## config.mk

```make
export PLATFORM = sky130hd
export DESIGN_NAME = simple_fifo_adapter
export DESIGN_NICKNAME = d
export VERILOG_FILES = /design/src/rtl/simple_fifo_adapter.sv
export SDC_FILE = /design/constraint.sdc
export NUM_CORES = 2
export LEC_CHECK = 0
export ABC_AREA = 1
export CORE_UTILIZATION = 40
export DETAILED_ROUTE_END_ITERATION = 8
export GPL_ROUTABILITY_DRIVEN = 0
export SYNTH_ARGS = -nofsm -noshare
export SYNTH_HDL_FRONTEND = slang
export SYNTH_SLANG_ARGS = --single-unit
```

## constraint.sdc

```tcl
create_clock -name clk -period 18.9 [get_ports clk]
set_input_delay 3.78 -clock clk [delete_from_list [all_inputs] [get_ports clk]]
set_output_delay 3.78 -clock clk [all_outputs]
set_load 0.1 [all_outputs]
```

## src/rtl/simple_fifo_adapter.sv

```systemverilog
// Width-up FIFO: packs DATA_IN_WIDTH writes little-endian into DATA_OUT_WIDTH words, with frame-last support.
// Define SIMPLE_FIFO_ADAPTER_FWFT_EN for a show-ahead read port; otherwise read data is registered.
module simple_fifo_adapter #(
    parameter int DATA_IN_WIDTH  = 16,
    parameter int DATA_OUT_WIDTH = 128,
    parameter int ADDR_WIDTH     = 4,
    parameter int FULL_SLACK     = 1,
    parameter int USE_LAST       = 1
) (
    input  logic                      clk,
    input  logic                      rst,
    input  logic                      wr_ena,
    input  logic [DATA_IN_WIDTH-1:0]  wr_dat,
    input  logic                      wr_last,
    output logic                      wr_full,
    input  logic                      rd_ena,
    output logic [DATA_OUT_WIDTH-1:0] rd_dat,
    output logic                      rd_last,
    output logic                      rd_empty,
    output logic [ADDR_WIDTH:0]       rd_dat_cnt
);
    localparam int RATIO  = DATA_OUT_WIDTH / DATA_IN_WIDTH;
    localparam int DEPTH  = 1 << ADDR_WIDTH;
    localparam int LANE_W = (RATIO > 1) ? $clog2(RATIO) : 1;
    localparam logic [LANE_W-1:0]   LAST_LANE  = LANE_W'(RATIO - 1);
    localparam logic [ADDR_WIDTH:0] CNT_MAX    = (ADDR_WIDTH + 1)'(DEPTH);
    localparam logic [ADDR_WIDTH:0] FULL_LEVEL = (ADDR_WIDTH + 1)'(DEPTH - FULL_SLACK);

    logic [DATA_OUT_WIDTH-1:0] mem_data [DEPTH];
    logic                      mem_last [DEPTH];
    logic [ADDR_WIDTH-1:0]     wr_ptr, rd_ptr;
    logic [ADDR_WIDTH:0]       count, count_next;
    logic [LANE_W-1:0]         lane;
    logic [DATA_OUT_WIDTH-1:0] pack_reg, pack_merged;
    logic                      last_in, commit_req, commit_ok, wr_accept, rd_accept;

    assign last_in    = (USE_LAST != 0) && wr_last;
    assign rd_accept  = rd_ena && (count != '0);
    assign commit_req = wr_ena && ((lane == LAST_LANE) || last_in);
    // A commit into a full store only proceeds if a read frees a slot on the same edge.
    assign commit_ok  = commit_req && ((count != CNT_MAX) || rd_accept);
    assign wr_accept  = wr_ena && (!commit_req || commit_ok);

    // NOTE: every always_comb output gets a default first so no path can infer a latch.
    always_comb begin
        pack_merged = pack_reg;
        for (int k = 0; k < RATIO; k++) begin
            if (lane == LANE_W'(k)) begin
                pack_merged[k*DATA_IN_WIDTH +: DATA_IN_WIDTH] = wr_dat;
            end
        end
    end

    always_comb begin
        count_next = count;
        case ({commit_ok, rd_accept})
            2'b10:   count_next = count + 1'b1;
            2'b01:   count_next = count - 1'b1;
            default: count_next = count;
        endcase
    end

    // NOTE: state registers use non-blocking assignments so all flops update from pre-edge values.
    always_ff @(posedge clk) begin
        if (rst) begin
            wr_ptr   <= '0;
            rd_ptr   <= '0;
            count    <= '0;
            lane     <= '0;
            pack_reg <= '0;
            wr_full  <= (FULL_LEVEL == '0);
        end else begin
            count   <= count_next;
            wr_full <= (count_next >= FULL_LEVEL);
            if (rd_accept) rd_ptr <= rd_ptr + 1'b1;
            if (commit_ok) wr_ptr <= wr_ptr + 1'b1;
            if (wr_accept) begin
                if (commit_req) begin
                    lane     <= '0;
                    pack_reg <= '0;
                end else begin
                    lane     <= lane + 1'b1;
                    pack_reg <= pack_merged;
                end
            end
        end
    end

    // NOTE: storage is deliberately not reset; pointers and count alone define valid entries.
    always_ff @(posedge clk) begin
        if (commit_ok) begin
            mem_data[wr_ptr] <= pack_merged;
            mem_last[wr_ptr] <= last_in;
        end
    end

`ifdef SIMPLE_FIFO_ADAPTER_FWFT_EN
    assign rd_dat  = rd_empty ? '0 : mem_data[rd_ptr];
    assign rd_last = !rd_empty && mem_last[rd_ptr];
`else
    always_ff @(posedge clk) begin
        if (rst) begin
            rd_dat  <= '0;
            rd_last <= 1'b0;
        end else if (rd_accept) begin
            rd_dat  <= mem_data[rd_ptr];
            rd_last <= mem_last[rd_ptr];
        end
    end
`endif

    assign rd_empty   = (count == '0);
    assign rd_dat_cnt = count;
endmodule

```

==> impl_results.md <==
- Status: finished, final reports clean
- Routed len/inst: around 23 um
- Avg Inst Size Synth: 11.93 um2
- Initial antenna violation count: 6
- Critical Path Fanout Max: 42
- Seq/Total Area, Yosys: 0.7257
- Iteration-0 DRC Markers: between 6000 and 7000
- Synth cell types: 34
- Pint: approximately 9.4 mW
- Post-route DRC: 0
- Vias/cell: roughly 5.5
- Die W: roughly 480 um
- Worst path top cell family by delay: buffers and inverters
- Layout Nets: a little under 8000
- Sw Ratio: 0.3489
- Fin util: 0.4546
- Yosys Warn Count: 0
- Overflow after GRT: 0
- Pre-CTS setup slack: about 11 ns
- Post-route ant nets: 0
- Leakage: roughly 36 nW
- Synth Net Count: slightly below 8000
- Area growth from synthesis to layout: 12.74%
- Drt first pass iters: 5
- Critical path type: primary input to register
- Total number of vias: 60956
- CP required: around 19 ns
- Die footprint: about 230000 um2
- RSZ-0062 raised after global routing: no
- Most used cell along the critical path: buf_4
- CTS H-tree lvls: 4
- Crit share post-route: 0.3881
- CTS tree: done
- Num CTS Buffers: ~230
- DIE HEIGHT: 484.1 um
- Cell taking the most area after synthesis: edfxtp_1
- Post-synth EDFFs: ~2100
- Core area: 230600 um2
- Peak Freq: roughly 0.14 GHz
- Fillers: a little over 20000
- Highest-delay cell along the critical path: clkdlybuf4s50_1
- Largest register FFs: roughly 2000
- Cells after synthesis: a little under 8000
- Rows: about 180
- Max VDD drop: 0.1214 mV
- Post-CTS setup repair buffer count: 0
- Fin worst setup slack: between 10 and 15 ns
- Clk buf depth: 3
- Clock network power share: 0.320
- CP cell instances: clkdlybuf4s50_1, nor2_1, nor2_1, buf_4, nand2_1, inv_1, nand2_1, nor2_4, buf_4, buf_4
- Commonest cells post-synth: edfxtp_1 (2064), nor2_1 (1629), o21ai_0 (886), nand2_1 (739), nand3_1 (497)
- First-pass GRT wire length: 378.9 mm
- # resized after CTS: 0
- Fin. Hold Viols: 0
- Synthesized cell area: roughly 93000 um2
- Starting Density: 0.4032
- Critical Path AT: ~7.8 ns
- Period minus WS final: ~7.3 ns
- Sequential power share: 0.412
- Clock root buffer: clkbuf_16
- Seq cells post-synth: ~2300
- Fin. max-slew vios: 0
- Combinational power share: 0.268
- Critical Path End Type: register
- Vias in the first global route: slightly below 60000
- Worst setup SP type: primary input
- CP max stage delay: about 0.90 ns
- CP bufs+invs: 5
- Sink Count: between 2000 and 2500
- IO Count: 157
- Psw: roughly 5.0 mW
- MaxCap Viol Count: 0
- Cts hold-fix bufs: 0
- Port Buf Inserts: roughly 160
- Fin cells: between 10000 and 15000
- Synth top area share: 0.6667
- Share of cells above drive strength 1: 0.06984
- Worst-Skew Late Latency: ~0.9 ns
- Setup TNS: 0 ns
- Final Skew: approximately 0.046 ns
- Ys flop type: edfxtp_1
- Placed Instances: 10572
- Count leader, synth: edfxtp_1
- Gr usage total: 0.2130
- Setup violations, final: 0
- Placed wire-length estimate: ~130 mm
- Total Wirelength: between 200 and 300 mm
- PwrDens: between 100 and 150 nW/um2
- Worst Max-Slew Pin Slew: ~1.4 ns
- Top area cells in the synthesized netlist: edfxtp_1 (67%), nor2_1 (6.6%), dfxtp_1 (5.9%), o21ai_0 (4.8%), o211ai_1 (3.7%)
- Slew HR: 0.05609
- Clock Pin Slew Worst Setup and Hold Paths: ~0.06 ns
- Async S/R FF share, synth: 0
- Largest net degree at the start of global routing: just under 300
- HP Class: register to register
[logic make-up (layout without fill, tap and decap cells)]
family / after synthesis / count (layout) / share of synthesized area
flip-flops: 2338 / 2338 / 0.7257
other: 0 / 4 / 0
buffers and inverters: 798 / 999 / 0.03852
AND/OR/NAND/NOR: 2920 / 2920 / 0.1258
AO/OA/AOI/OAI: 1715 / 1715 / 0.1076
adder cells (fa/ha/maj): 15 / 15 / 0.002100
XOR/XNOR: 3 / 3 / 0.0002827
[cell type report]
| class | instances | area, um2 | area share |
|---|---|---|---|
| clock buffer | 316 | 6392 | 0.06099 |
| clock inverter | 127 | 1269 | 0.01211 |
| antenna | 4 | 10.01 | 0.00009551 |
| tap | 3026 | 3786 | 0.03613 |
| timing repair buffer | 306 | 2804 | 0.02675 |
| sequential | 2338 | 67480 | 0.6439 |
| inverter | 250 | 992.2 | 0.009467 |
| multi-input combinational | 4653 | 22070 | 0.2106 |
[power groups by stage]
stage               clock [mW]  sequential (mW)  combinational [mW]
finish                    4.61             5.92                3.85
CTS                       4.68             5.93                3.86
detailed placement           0             6.03                3.85
global placement             0             6.03                3.80
global route              4.88             5.94                4.19
floorplan                    0             6.80                2.06
[path summary, 6_finish.rpt]
| path | start | to | depth (start not counted) | slack (ns) |
|---|---|---|---|---|
| setup / recovery | wr_last | mem_data[13][113] | 10 | 11.56 |
| hold / removal | pack_reg[70] | pack_reg[70] | 2 | 0.50 |
| setup reg to reg | rd_ptr[0] | rd_dat[12] | 9 | 13.79 |
| hold reg to reg | pack_reg[70] | pack_reg[70] | 2 | 0.50 |
[metrics by stage]
step | hold WS, ns | area (um2) | total power [mW]
after global routing | 0.5175 | 104800 | 15.02
after floorplan | 0.4658 | 92960 | 8.856
after detailed placement | 0.4830 | 97110 | 9.883
after global placement | 0.4902 | 97110 | 9.836
final | 0.5020 | 104800 | 14.38
after CTS | 0.5020 | 104800 | 14.47
[cells in the final DEF, fill, tap and decap left out, types with 3 or more instances in the layout]
cell type        instances
nand2_1                739
nor3_2                   5
buf_12                   9
clkinv_2                52
nor2_4                  17
a22oi_1                 82
a21oi_2                 13
nor3_1                  41
clkdlybuf4s50_1        154
inv_8                    3
nand3_1                497
clkinvlp_4               9
inv_1                  243
clkinv_1                31
clkbuf_8                25
bufinv_16               17
edfxtp_1              2064
clkbuf_16              233
diode_2                  4
buf_4                  140
inv_16                   5
dfxtp_4                  4
o211ai_1               463
o21ai_0                884
ha_1                    13
dfxtp_1                270
nor2_1                1612
inv_6                    6
clkinv_16                5
a21oi_1                228
o21ai_1                 33
o22ai_1                 12
clkbuf_1                58
[routing by layer]
| layer | global-route usage | share of wire | vias up |
|---|---|---|---|
| met2 | 0.3366 | 0.46 | 2383 |
| met1 | 0.3059 | 0.44 | 30374 |
| li1 | - | - | 27813 |
| met3 | 0.03139 | 0.073 | 386 |
| met5 | 0 | 0 | - |
| met4 | 0.05723 | 0.024 | 0 |
[worst reg2reg max path, cell delays in order, from the launching register on]
cell      delay [ns]
dfxtp_4         1.00
buf_12          0.78
buf_4           1.03
buf_4           1.02
o21ai_0         0.31
o211ai_1        0.42
nand3_1         0.20
nand3_1         0.18
nand2_1         0.07
inv_1           0.05
No activity file was read; power rests on OpenSTA's default activity.
